$ cat src/rtl/edge_counter_multi_if.sv
// Command and record-stream handshake bundle for edge_counter_multi.
interface edge_counter_multi_if #(
   parameter int unsigned NUM_CH     = 4,
   parameter int unsigned DATA_WIDTH = 16,
   parameter int unsigned TS_WIDTH   = 64
) ();
   localparam int unsigned CHW   = (NUM_CH > 1) ? $clog2(NUM_CH) : 1;
   localparam int unsigned REC_W = TS_WIDTH + CHW + DATA_WIDTH;

   logic              cmd_valid;
   logic              cmd_ready;
   logic [2:0]        cmd_op;
   logic [NUM_CH-1:0] cmd_mask;
   logic [31:0]       window_len;
   logic              out_valid;
   logic              out_ready;
   logic [REC_W-1:0]  out_data;

   modport master (
      output cmd_valid, cmd_op, cmd_mask, window_len, out_ready,
      input  cmd_ready, out_valid, out_data
   );

   modport slave (
      input  cmd_valid, cmd_op, cmd_mask, window_len, out_ready,
      output cmd_ready, out_valid, out_data
   );
endinterface

$ cat src/rtl/edge_counter_multi.sv
// Multi-channel synchronous rising-edge counter with free-run and gated-window
// modes; snapshots are queued as {timestamp, ch_idx, count} records.
module edge_counter_multi #(
   parameter int unsigned NUM_CH      = 4,
   parameter int unsigned DATA_WIDTH  = 16,
   parameter int unsigned TS_WIDTH    = 64,
   parameter int unsigned SYNC_STAGES = 2,
   parameter int unsigned FIFO_DEPTH  = 8
) (
   input  logic                clk,
   input  logic                internal_reset,
   input  logic [NUM_CH-1:0]   input_sig,
   input  logic [TS_WIDTH-1:0] timestamp,
   edge_counter_multi_if.slave bus,
   output logic [NUM_CH-1:0]   sat_flags,
   output logic                drop_flag
);
   localparam int unsigned CHW    = (NUM_CH > 1) ? $clog2(NUM_CH) : 1;
   localparam int unsigned REC_W  = TS_WIDTH + CHW + DATA_WIDTH;
   localparam int unsigned PTR_W  = (FIFO_DEPTH > 1) ? $clog2(FIFO_DEPTH) : 1;
   localparam int unsigned FCNT_W = $clog2(FIFO_DEPTH + 1);
   localparam logic [DATA_WIDTH-1:0] CNT_MAX = '1;

   localparam logic [2:0] OP_START  = 3'd1;
   localparam logic [2:0] OP_STOP   = 3'd2;
   localparam logic [2:0] OP_SAVE   = 3'd3;
   localparam logic [2:0] OP_CLEAR  = 3'd4;
   localparam logic [2:0] OP_WINDOW = 3'd5;

   typedef enum logic [1:0] {S_IDLE, S_WIN, S_DRAIN} state_t;

   state_t                    state_q;
   logic [SYNC_STAGES-1:0][NUM_CH-1:0] sync_q;
   logic [NUM_CH-1:0]         prev_q;
   logic [NUM_CH-1:0]         rise_c;
   logic [NUM_CH-1:0]         en_q;
   logic [NUM_CH-1:0]         clr_c;
   logic                      clr_drop_c;
   logic                      cmd_fire_c;
   logic                      latch_c;
   logic [NUM_CH-1:0]         latch_mask_c;
   logic [DATA_WIDTH-1:0]     cnt_q [NUM_CH];
   logic [DATA_WIDTH-1:0]     snap_cnt_q [NUM_CH];
   logic [TS_WIDTH-1:0]       snap_ts_q;
   logic [NUM_CH-1:0]         snap_mask_q;
   logic [NUM_CH-1:0]         snap_rest_c;
   logic [31:0]               win_cnt_q;
   logic [CHW-1:0]            drain_idx_c;
   logic [REC_W-1:0]          push_data_c;
   logic                      push_c;
   logic                      pop_c;
   logic                      full_c;
   logic                      push_ok_c;
   logic                      drop_c;
   logic [REC_W-1:0]          mem_q [FIFO_DEPTH];
   logic [PTR_W-1:0]          wr_ptr_q;
   logic [PTR_W-1:0]          rd_ptr_q;
   logic [PTR_W-1:0]          rd_next_c;
   logic [FCNT_W-1:0]         fcount_q;
   logic [FCNT_W-1:0]         remain_c;

   function automatic logic [PTR_W-1:0] ptr_inc(input logic [PTR_W-1:0] p);
      return (p == PTR_W'(FIFO_DEPTH - 1)) ? '0 : p + PTR_W'(1);
   endfunction

   // Input synchroniser chain plus previous-value flop for edge detection.
   always_ff @(posedge clk or posedge internal_reset) begin
      if (internal_reset) begin
         sync_q <= '0;
         prev_q <= '0;
      end else begin
         sync_q <= {sync_q[SYNC_STAGES-2:0], input_sig};
         prev_q <= sync_q[SYNC_STAGES-1];
      end
   end

   assign rise_c     = sync_q[SYNC_STAGES-1] & ~prev_q;
   assign cmd_fire_c = bus.cmd_valid & bus.cmd_ready;

   // Command decode: counter clears and snapshot trigger for this cycle.
   always_comb begin
      clr_c        = '0;
      clr_drop_c   = 1'b0;
      latch_c      = 1'b0;
      latch_mask_c = '0;
      if (state_q == S_IDLE && cmd_fire_c) begin
         if (bus.cmd_op == OP_CLEAR) begin
            clr_c      = bus.cmd_mask;
            clr_drop_c = &bus.cmd_mask;
         end else if (bus.cmd_op == OP_WINDOW) begin
            clr_c = bus.cmd_mask;
         end else if (bus.cmd_op == OP_SAVE) begin
            latch_c      = |bus.cmd_mask;
            latch_mask_c = bus.cmd_mask;
         end
      end else if (state_q == S_WIN && !(cmd_fire_c && bus.cmd_op == OP_STOP)
                   && win_cnt_q <= 32'd1) begin
         latch_c      = |en_q;
         latch_mask_c = en_q;
      end
   end

   // Per-channel saturating counters; a clear wins over a same-cycle edge.
   always_ff @(posedge clk or posedge internal_reset) begin
      if (internal_reset) begin
         for (int i = 0; i < NUM_CH; i++) cnt_q[i] <= '0;
         sat_flags <= '0;
      end else begin
         for (int i = 0; i < NUM_CH; i++) begin
            if (clr_c[i]) begin
               cnt_q[i]     <= '0;
               sat_flags[i] <= 1'b0;
            end else if (en_q[i] && rise_c[i] && cnt_q[i] != CNT_MAX) begin
               cnt_q[i] <= cnt_q[i] + DATA_WIDTH'(1);
               if (cnt_q[i] == CNT_MAX - DATA_WIDTH'(1)) sat_flags[i] <= 1'b1;
            end
         end
      end
   end

   // Lowest pending channel in the drain mask.
   always_comb begin
      drain_idx_c = '0;
      for (int i = int'(NUM_CH) - 1; i >= 0; i--) begin
         if (snap_mask_q[i]) drain_idx_c = CHW'(i);
      end
   end

   assign snap_rest_c = snap_mask_q & (snap_mask_q - NUM_CH'(1));
   assign push_c      = (state_q == S_DRAIN);
   assign push_data_c = {snap_ts_q, drain_idx_c, snap_cnt_q[drain_idx_c]};

   // Control FSM: enables, window down-counter, snapshot and drain sequencing.
   always_ff @(posedge clk or posedge internal_reset) begin
      if (internal_reset) begin
         state_q       <= S_IDLE;
         en_q          <= '0;
         win_cnt_q     <= '0;
         snap_mask_q   <= '0;
         snap_ts_q     <= '0;
         bus.cmd_ready <= 1'b1;
         for (int i = 0; i < NUM_CH; i++) snap_cnt_q[i] <= '0;
      end else begin
         if (latch_c) begin
            snap_ts_q   <= timestamp;
            snap_mask_q <= latch_mask_c;
            for (int i = 0; i < NUM_CH; i++) snap_cnt_q[i] <= cnt_q[i];
         end
         case (state_q)
            S_IDLE: begin
               if (cmd_fire_c) begin
                  case (bus.cmd_op)
                     OP_START: en_q <= en_q | bus.cmd_mask;
                     OP_STOP:  en_q <= en_q & ~bus.cmd_mask;
                     OP_SAVE: begin
                        if (latch_c) begin
                           state_q       <= S_DRAIN;
                           bus.cmd_ready <= 1'b0;
                        end
                     end
                     OP_WINDOW: begin
                        en_q      <= bus.cmd_mask;
                        win_cnt_q <= (bus.window_len == 32'd0) ? 32'd1 : bus.window_len;
                        state_q   <= S_WIN;
                     end
                     default: ;
                  endcase
               end
            end
            S_WIN: begin
               if (cmd_fire_c && bus.cmd_op == OP_STOP) begin
                  en_q    <= '0;
                  state_q <= S_IDLE;
               end else if (win_cnt_q <= 32'd1) begin
                  win_cnt_q     <= '0;
                  en_q          <= '0;
                  state_q       <= latch_c ? S_DRAIN : S_IDLE;
                  bus.cmd_ready <= !latch_c;
               end else begin
                  win_cnt_q <= win_cnt_q - 32'd1;
               end
            end
            S_DRAIN: begin
               snap_mask_q <= snap_rest_c;
               if (snap_rest_c == '0) begin
                  state_q       <= S_IDLE;
                  bus.cmd_ready <= 1'b1;
               end
            end
            default: state_q <= S_IDLE;
         endcase
      end
   end

   assign pop_c     = bus.out_valid & bus.out_ready;
   assign full_c    = (fcount_q == FCNT_W'(FIFO_DEPTH));
   assign push_ok_c = push_c & (~full_c | pop_c);
   assign drop_c    = push_c & full_c & ~pop_c;
   assign remain_c  = fcount_q - FCNT_W'(pop_c);
   assign rd_next_c = pop_c ? ptr_inc(rd_ptr_q) : rd_ptr_q;

   // Record storage; contents need no reset since occupancy gates the reads.
   always_ff @(posedge clk) begin
      if (push_ok_c) mem_q[wr_ptr_q] <= push_data_c;
   end

   // FIFO pointers, occupancy and registered head-of-queue output.
   always_ff @(posedge clk or posedge internal_reset) begin
      if (internal_reset) begin
         wr_ptr_q      <= '0;
         rd_ptr_q      <= '0;
         fcount_q      <= '0;
         bus.out_valid <= 1'b0;
         bus.out_data  <= '0;
         drop_flag     <= 1'b0;
      end else begin
         if (push_ok_c) wr_ptr_q <= ptr_inc(wr_ptr_q);
         rd_ptr_q      <= rd_next_c;
         fcount_q      <= fcount_q + FCNT_W'(push_ok_c) - FCNT_W'(pop_c);
         bus.out_valid <= (remain_c != '0) | push_ok_c;
         if (remain_c != '0) bus.out_data <= mem_q[rd_next_c];
         else if (push_ok_c) bus.out_data <= push_data_c;
         if (clr_drop_c)  drop_flag <= 1'b0;
         else if (drop_c) drop_flag <= 1'b1;
      end
   end
endmodule

$ cat src/flat_wrapper.sv
// flat-port wrapper written by rule: the top's interface ports become plain ports
module edge_counter_multi_flat 
#(
   parameter int unsigned NUM_CH      = 4,
   parameter int unsigned DATA_WIDTH  = 16,
   parameter int unsigned TS_WIDTH    = 64,
   parameter int unsigned SYNC_STAGES = 2,
   parameter int unsigned FIFO_DEPTH  = 8
)
  (clk, internal_reset, input_sig, timestamp, sat_flags, drop_flag, bus_cmd_valid, bus_cmd_op, bus_cmd_mask, bus_window_len, bus_out_ready, bus_cmd_ready, bus_out_valid, bus_out_data);
  edge_counter_multi_if #(.NUM_CH(NUM_CH), .DATA_WIDTH(DATA_WIDTH), .TS_WIDTH(TS_WIDTH)) bus_i ();
  input  logic clk;
  input  logic internal_reset;
  input  logic [NUM_CH-1:0] input_sig;
  input  logic [TS_WIDTH-1:0] timestamp;
  output logic [NUM_CH-1:0] sat_flags;
  output logic drop_flag;
  input wire logic [$bits(bus_i.cmd_valid)-1:0] bus_cmd_valid;
  input wire logic [$bits(bus_i.cmd_op)-1:0] bus_cmd_op;
  input wire logic [$bits(bus_i.cmd_mask)-1:0] bus_cmd_mask;
  input wire logic [$bits(bus_i.window_len)-1:0] bus_window_len;
  input wire logic [$bits(bus_i.out_ready)-1:0] bus_out_ready;
  output wire logic [$bits(bus_i.cmd_ready)-1:0] bus_cmd_ready;
  output wire logic [$bits(bus_i.out_valid)-1:0] bus_out_valid;
  output wire logic [$bits(bus_i.out_data)-1:0] bus_out_data;
  assign bus_i.cmd_valid = bus_cmd_valid;
  assign bus_i.cmd_op = bus_cmd_op;
  assign bus_i.cmd_mask = bus_cmd_mask;
  assign bus_i.window_len = bus_window_len;
  assign bus_i.out_ready = bus_out_ready;
  assign bus_cmd_ready = bus_i.cmd_ready;
  assign bus_out_valid = bus_i.out_valid;
  assign bus_out_data = bus_i.out_data;
  edge_counter_multi #(.NUM_CH(NUM_CH), .DATA_WIDTH(DATA_WIDTH), .TS_WIDTH(TS_WIDTH), .SYNC_STAGES(SYNC_STAGES), .FIFO_DEPTH(FIFO_DEPTH)) u_core (.clk(clk), .internal_reset(internal_reset), .input_sig(input_sig), .timestamp(timestamp), .bus(bus_i), .sat_flags(sat_flags), .drop_flag(drop_flag));
endmodule
$ cat config.mk
export PLATFORM = sky130hd
export DESIGN_NAME = edge_counter_multi_flat
export DESIGN_NICKNAME = d
export VERILOG_FILES = /design/src/rtl/edge_counter_multi_if.sv /design/src/rtl/edge_counter_multi.sv /design/src/flat_wrapper.sv
export SDC_FILE = /design/constraint.sdc
export NUM_CORES = 2
export LEC_CHECK = 0
export CAP_MARGIN = 40
export CORE_MARGIN = 8
export CORE_UTILIZATION = 39
export DETAILED_ROUTE_END_ITERATION = 10
export PLACE_DENSITY = 0.55
export SYNTH_ARGS = -nofsm -noshare
export SYNTH_HDL_FRONTEND = slang
export SYNTH_SLANG_ARGS = --single-unit
$ cat constraint.sdc
create_clock -name clk -period 11.6 [get_ports clk]
set_input_delay 2.32 -clock clk [delete_from_list [all_inputs] [get_ports clk]]
set_output_delay 2.32 -clock clk [all_outputs]
set_load 0.005 [all_outputs]
### Yosys cells after proc, flatten, opt, wreduce, memory -nomap -nowiden

Memories as Yosys holds them, arrays and structs flattened.
Cells that the tools add are included.

| word-level totals | value |
|---|---|
| input bits | 111 |
| logic and storage cells | 207 |
| memory bits (writable) | 656 |
| register bits | 345 |
| memories | 1 |
| output and inout bits | 89 |

| cells by class | value |
|---|---|
| $lt $le $gt $ge | 2 |
| add/subtract/negate cells | 11 |
| bitwise gates (word level) | 16 |
| equality and inequality tests | 29 |
| reduce and logical (&&, ||, !) cells | 42 |
| multiplexer cells | 79 |

Memories:

| memory | words | bits a word | read ports | clocked after Yosys merged registers in | write ports | RTL line | source |
|---|---|---|---|---|---|---|---|
| u_core.mem_q | 8 | 82 | 1 | 0 | 1 | edge_counter_multi.sv:55 | `logic [REC_W-1:0] mem_q [FIFO_DEPTH];` |

Operators with widths:

| cell | number |
|---|---|
| 82-bit two-way mux | 2 |
| 16-bit two-way mux | 10 |
| 32-bit two-way mux | 5 |
| 16-bit by 1-bit adder with 16-bit output (second input constant) | 4 |
| 16-bit == test (second input constant) | 4 |
| 16-bit inequality test (second input constant) | 4 |
| 32-bit one-hot mux with 2 select lines | 1 |
| 4-bit two-way mux | 13 |
| 16-bit binary-select mux with 2-bit select | 1 |
| 32-bit by 1-bit less-or-equal comparator with 1-bit output (second input constant) | 1 |
| 32-bit zero test | 1 |
| 32-bit by 1-bit subtractor with 32-bit output (second input constant) | 1 |
| 1-bit two-way mux | 29 |
| 2-bit nonzero test | 12 |
| 2-bit two-way mux | 10 |
| 4-bit AND | 3 |
| 3-bit == test (second input constant) | 4 |
| 1-bit logical AND | 12 |
| 4-bit one-hot mux with 3 select lines | 1 |
| 4-bit AND reduction | 3 |
| 2-bit inequality test (second input constant) | 5 |
| 3-bit two-way mux | 3 |
| 4-bit NOT | 2 |
| 4-bit one-hot mux with 2 select lines | 1 |
| other kinds (31) | 47 |

### Longest topological paths before layout

| depth | value |
|---|---|
| depth after elaboration | 11 |
| mapped depth | 13 |
| gate-level depth less buffers | 12 |

### Worst setup path after synthesis

Ideal clock, no wire load.

| timing path | value |
|---|---|
| path kind | input to register |
| start point | input port bus_out_ready |
| end point | memory u_core.mem_q[4][0] (netlist bit), enable pin |
| slack | -0.558 ns |
| stages | 6 |
| setup time | 0.753 ns |
| path buffers | 1 |
| required time | 10.847 ns |
| arrival time | 11.405 ns |
| path through | nand2_1 > nand3_1 > and2_1 > inv_1 > buf_1 > nor4b_1 |

| between the ends | value |
|---|---|
| cells in the longest elaborated chain, start to end | 5 |

RTL lines:

| element | RTL line | source |
|---|---|---|
| start, declared | flat_wrapper.sv:22 | `input wire logic [$bits(bus_i.out_ready)-1:0] bus_out_ready;` |
| 1-bit AND | edge_counter_multi.sv:195 | `assign pop_c = bus.out_valid & bus.out_ready;` |
| 1-bit OR | edge_counter_multi.sv:197 | `assign push_ok_c = push_c & (~full_c \| pop_c);` |
| 1-bit AND | edge_counter_multi.sv:197 |  |
| 1-bit two-way mux | edge_counter_multi.sv:204 | `if (push_ok_c) mem_q[wr_ptr_q] <= push_data_c;` |
| 1-bit two-way mux (not written as such) | edge_counter_multi.sv:204 |  |
| end, declared | edge_counter_multi.sv:55 |  |

Every way passes these cells.

### Final worst setup path

| timing path | value |
|---|---|
| start point | input port bus_out_ready |
| end point | register u_core.bus.out_data[75] |

| between the ends | value |
|---|---|
| cells in the longest elaborated chain, start to end | 4 |
| elaborated cells on any way between the ends | 9 |
| classes of those cells | add/sub (1); mux (2); bitwise (3); reduce/logical (2); memory (1) |

RTL lines:

| element | RTL line | source |
|---|---|---|
| 1-bit AND (*) | edge_counter_multi.sv:195 |  |
| 4-bit by 1-bit subtractor with 4-bit output (tied with other cells) | edge_counter_multi.sv:199 | `assign remain_c = fcount_q - FCNT_W'(pop_c);` |
| 4-bit nonzero test (tied with other cells) | edge_counter_multi.sv:221 | `if (remain_c != '0) bus.out_data <= mem_q[rd_next_c];` |
| 82-bit two-way mux / 2-bit nonzero test (equally long branches) | - |  |
| end signal, assigned | edge_counter_multi.sv:221 |  |
| end signal, assigned | edge_counter_multi.sv:222 | `else if (push_ok_c) bus.out_data <= push_data_c;` |
| end, declared | edge_counter_multi_if.sv:26 | `output cmd_ready, out_valid, out_data` |

Every way passes the cells marked *; elsewhere a longest branch is shown, timed or not.
A chain may end at the register's enable or synchronous reset.

==> run metrics <==
io pins 200; HP Start u_core.sync_q[3]; FF+latch count, synth 1,001; Max Slew Vio Count 0; WHS 0.347 ns; RD Place Congestion 0.850; root buf cell clkbuf_16; Final ANT Viol Nets 0; GR Overflow Total 0; Fin Setup TNS 0 ns; worst r2r path cells 11; most frequent cell after synthesis edfxtp_1; Arr. time, crit path 6.31 ns; total track usage 17.2%; Maximum Capacitance Violations 0; Post-CTS Resized 0; Post-CTS Setup Bufs 0; ys flop type edfxtp_1; Max Clk Rate 172 MHz; Async SR Flop Fraction 34.5%; Mapped Area 40,700 um^2; drt total wl 101,000 um; critical path startpoint category primary input; CTS clk-pin slew, worst paths 0.05 ns; cts hold-fix bufs 0; Cells after Synth 2,760; port bufs 199; DRT Pass-1 Iters 5; synth top area cells edfxtp_1 48%, dfrtp_1 21%, mux4_2 6.3%; Die X-Extent 339 um; area of the die 115,000 um^2; clk sink count 1,001; htree depth 3; initial antenna violation count 4; Die Y 339 um; status completed; EDFF count, synth 656; net count after synthesis 2,897; Max Root-Sink Buffers 3; Final nets 3,107; cell taking the most area after synthesis edfxtp_1; Hold Path End u_core.sync_q[7]; dpl hpwl 60,700 um; vias per cell 5.47; Synth Warn # 0; RSZ-0062 raised after global routing no; final number of hold-violating endpoints 0; Synth top cells by count 656 x edfxtp_1, 375 x nand2_1, 344 x dfrtp_1; wire per inst 22.6 um; syn avg cell area 14.8 um^2; FF-to-FF Start u_core.rd_ptr_q[0]; number of buffers created by CTS 109; CTS tree done; hold depth 0; CP Data Required Time 12.11 ns; Initial Utilization 39.3%; Synth cell types 73; worst slew pin tran 0.984 ns; sequential fraction of the synthesis area 69.6%; final cycle utilization of the critical path 50.0%; pre-CTS WS 5.13 ns; first-pass GRT wire length 155,000 um; vias in the first global route 25.2k; Synth-to-Final Area Change 18.7%; layout cell share with drive strength beyond 1 16.3%; reg-to-reg endpoint u_core.bus.out_data[75]; ANT cells 0; worst-path maximum fanout 75; DRC 0; final setup vio count 0; final worst slack 5.80 ns; WS Path Type in -> reg; r2r setup slk 7.55 ns; Vias 24.3k; Hold Crit Class reg -> reg; Peak supply drop 231 uV; Worst Clk Skew 0.0388 ns; clock latency on the worst-skew pair 0.68 ns; PD cells 189 nW/um^2; leak pwr 0.0189 uW; largest net degree at the start of global routing 174; Site Rows 118; max_slew headroom 34.4%; Synth top area share 48.4%; initial drt markers 1,951; post-layout min period 5.80 ns; endpoint type of the worst setup path flop; CORE AREA 103,000 um^2
## metrics by stage
step	cells	total power [uW]	utilization, %	area [um^2]
after global placement	4221	5660	42.8	44300
after global routing	4445	9510	46.7	48300
after CTS	4445	9250	46.7	48300
final	4445	9120	46.7	48300
after detailed placement	4239	5780	43.2	44700
after floorplan	2760	5040	-	40700
## routing by layer
metal / track usage [%] / up-vias / wire [um]
met4: 5.08 / 0 / 2900
met5: 0 / - / 0
met3: 2.87 / 179 / 5320
li1: - / 10871 / -
met2: 28.6 / 723 / 49000
met1: 23.1 / 12521 / 43400
## worst max path at each step
stage,start,end,slack (ns),cells past startpoint
floorplan,bus_out_ready,u_core.mem_q[4][0],-0.56,6
global route,bus_out_ready,u_core.bus.out_data[75],5.48,11
finish,bus_out_ready,u_core.bus.out_data[75],5.80,11
global placement,bus_out_ready,u_core.bus.out_data[74],4.97,10
detailed placement,bus_out_ready,u_core.bus.out_data[61],5.13,10
CTS,bus_out_ready,u_core.bus.out_data[53],5.84,10
## area by class of cell
class / instances / area, um^2
Clock buffer: 157 / 3150
Sequential cell: 1001 / 28300
Timing Repair Buffer: 254 / 2710
Inverter: 41 / 168
Fill cell: 8936 / 55200
Tap cell: 1380 / 1730
Clock inverter: 49 / 500
Multi-Input combinational cell: 1563 / 11800
## sequential cells by signal (all words and copies together), names as in the netlist
| signal | cells |
|---|---|
| u_core.sat_flags | 4 |
| u_core.state_q | 2 |
| u_core.bus.out_valid | 1 |
| u_core.bus.out_data | 82 |
| u_core.snap_ts_q | 64 |
| u_core.fcount_q | 4 |
| u_core.cnt_q | 64 |
| u_core.rd_ptr_q | 3 |
| u_core.wr_ptr_q | 3 |
| u_core.win_cnt_q | 32 |
| u_core.bus.cmd_ready | 1 |
| u_core.drop_flag | 1 |
| u_core.snap_mask_q | 4 |
| u_core.sync_q | 8 |
| u_core.prev_q | 4 |
| u_core.snap_cnt_q | 64 |
| u_core.en_q | 4 |
| u_core.mem_q | 656 |
## power breakdown
group	internal (uW)	total, uW	switching (uW)
Sequential	3840	3910	67.8
Clock	2040	3450	1410
Combinational	577	1760	1180
## worst max-delay path: stages
cell	delay, ns
clkdlybuf4s50_1	0.56
nand2_1	0.31
nor3_1	0.36
a21oi_4	0.04
buf_4	0.37
inv_8	0.63
buf_4	0.37
buf_16	0.32
mux4_2	0.54
a22oi_1	0.20
o21ai_0	0.12
## placed cells by master, fill, tap and decap left out, drive strengths merged, types with 7 or more instances in the layout
cell and instances:
or2 10, or3 16, a21o 7, and3 14, bufinv 7, a22oi 69, nor3 28, nor4 27
or4 7, clkinv 38, mux2 117, xnor2 28, inv 41, and2 11, edfxtp 656, clkdlybuf4s50 199
buf 55, xor2 26, o211ai 19, nand2 375, nor2 108, mux4 114, ha 25, dfrtp 344
o311ai 7, a21oi 21, mux2i 86, a31oi 8, o21ai 86, nand3 209, o221ai 35, nand4 19
clkbuf 157
## kinds of logic after synthesis
family,after synthesis,share of synthesized area [%]
XOR/XNOR,54,1.16
flip-flops,1001,69.6
AO/OA/AOI/OAI,304,5.18
adder cells (fa/ha/maj),27,0.842
multiplexers,317,11.7
AND/OR/NAND/NOR,861,9.73
buffers and inverters,196,1.84
Note: power is estimated with default switching activity, not from simulation.
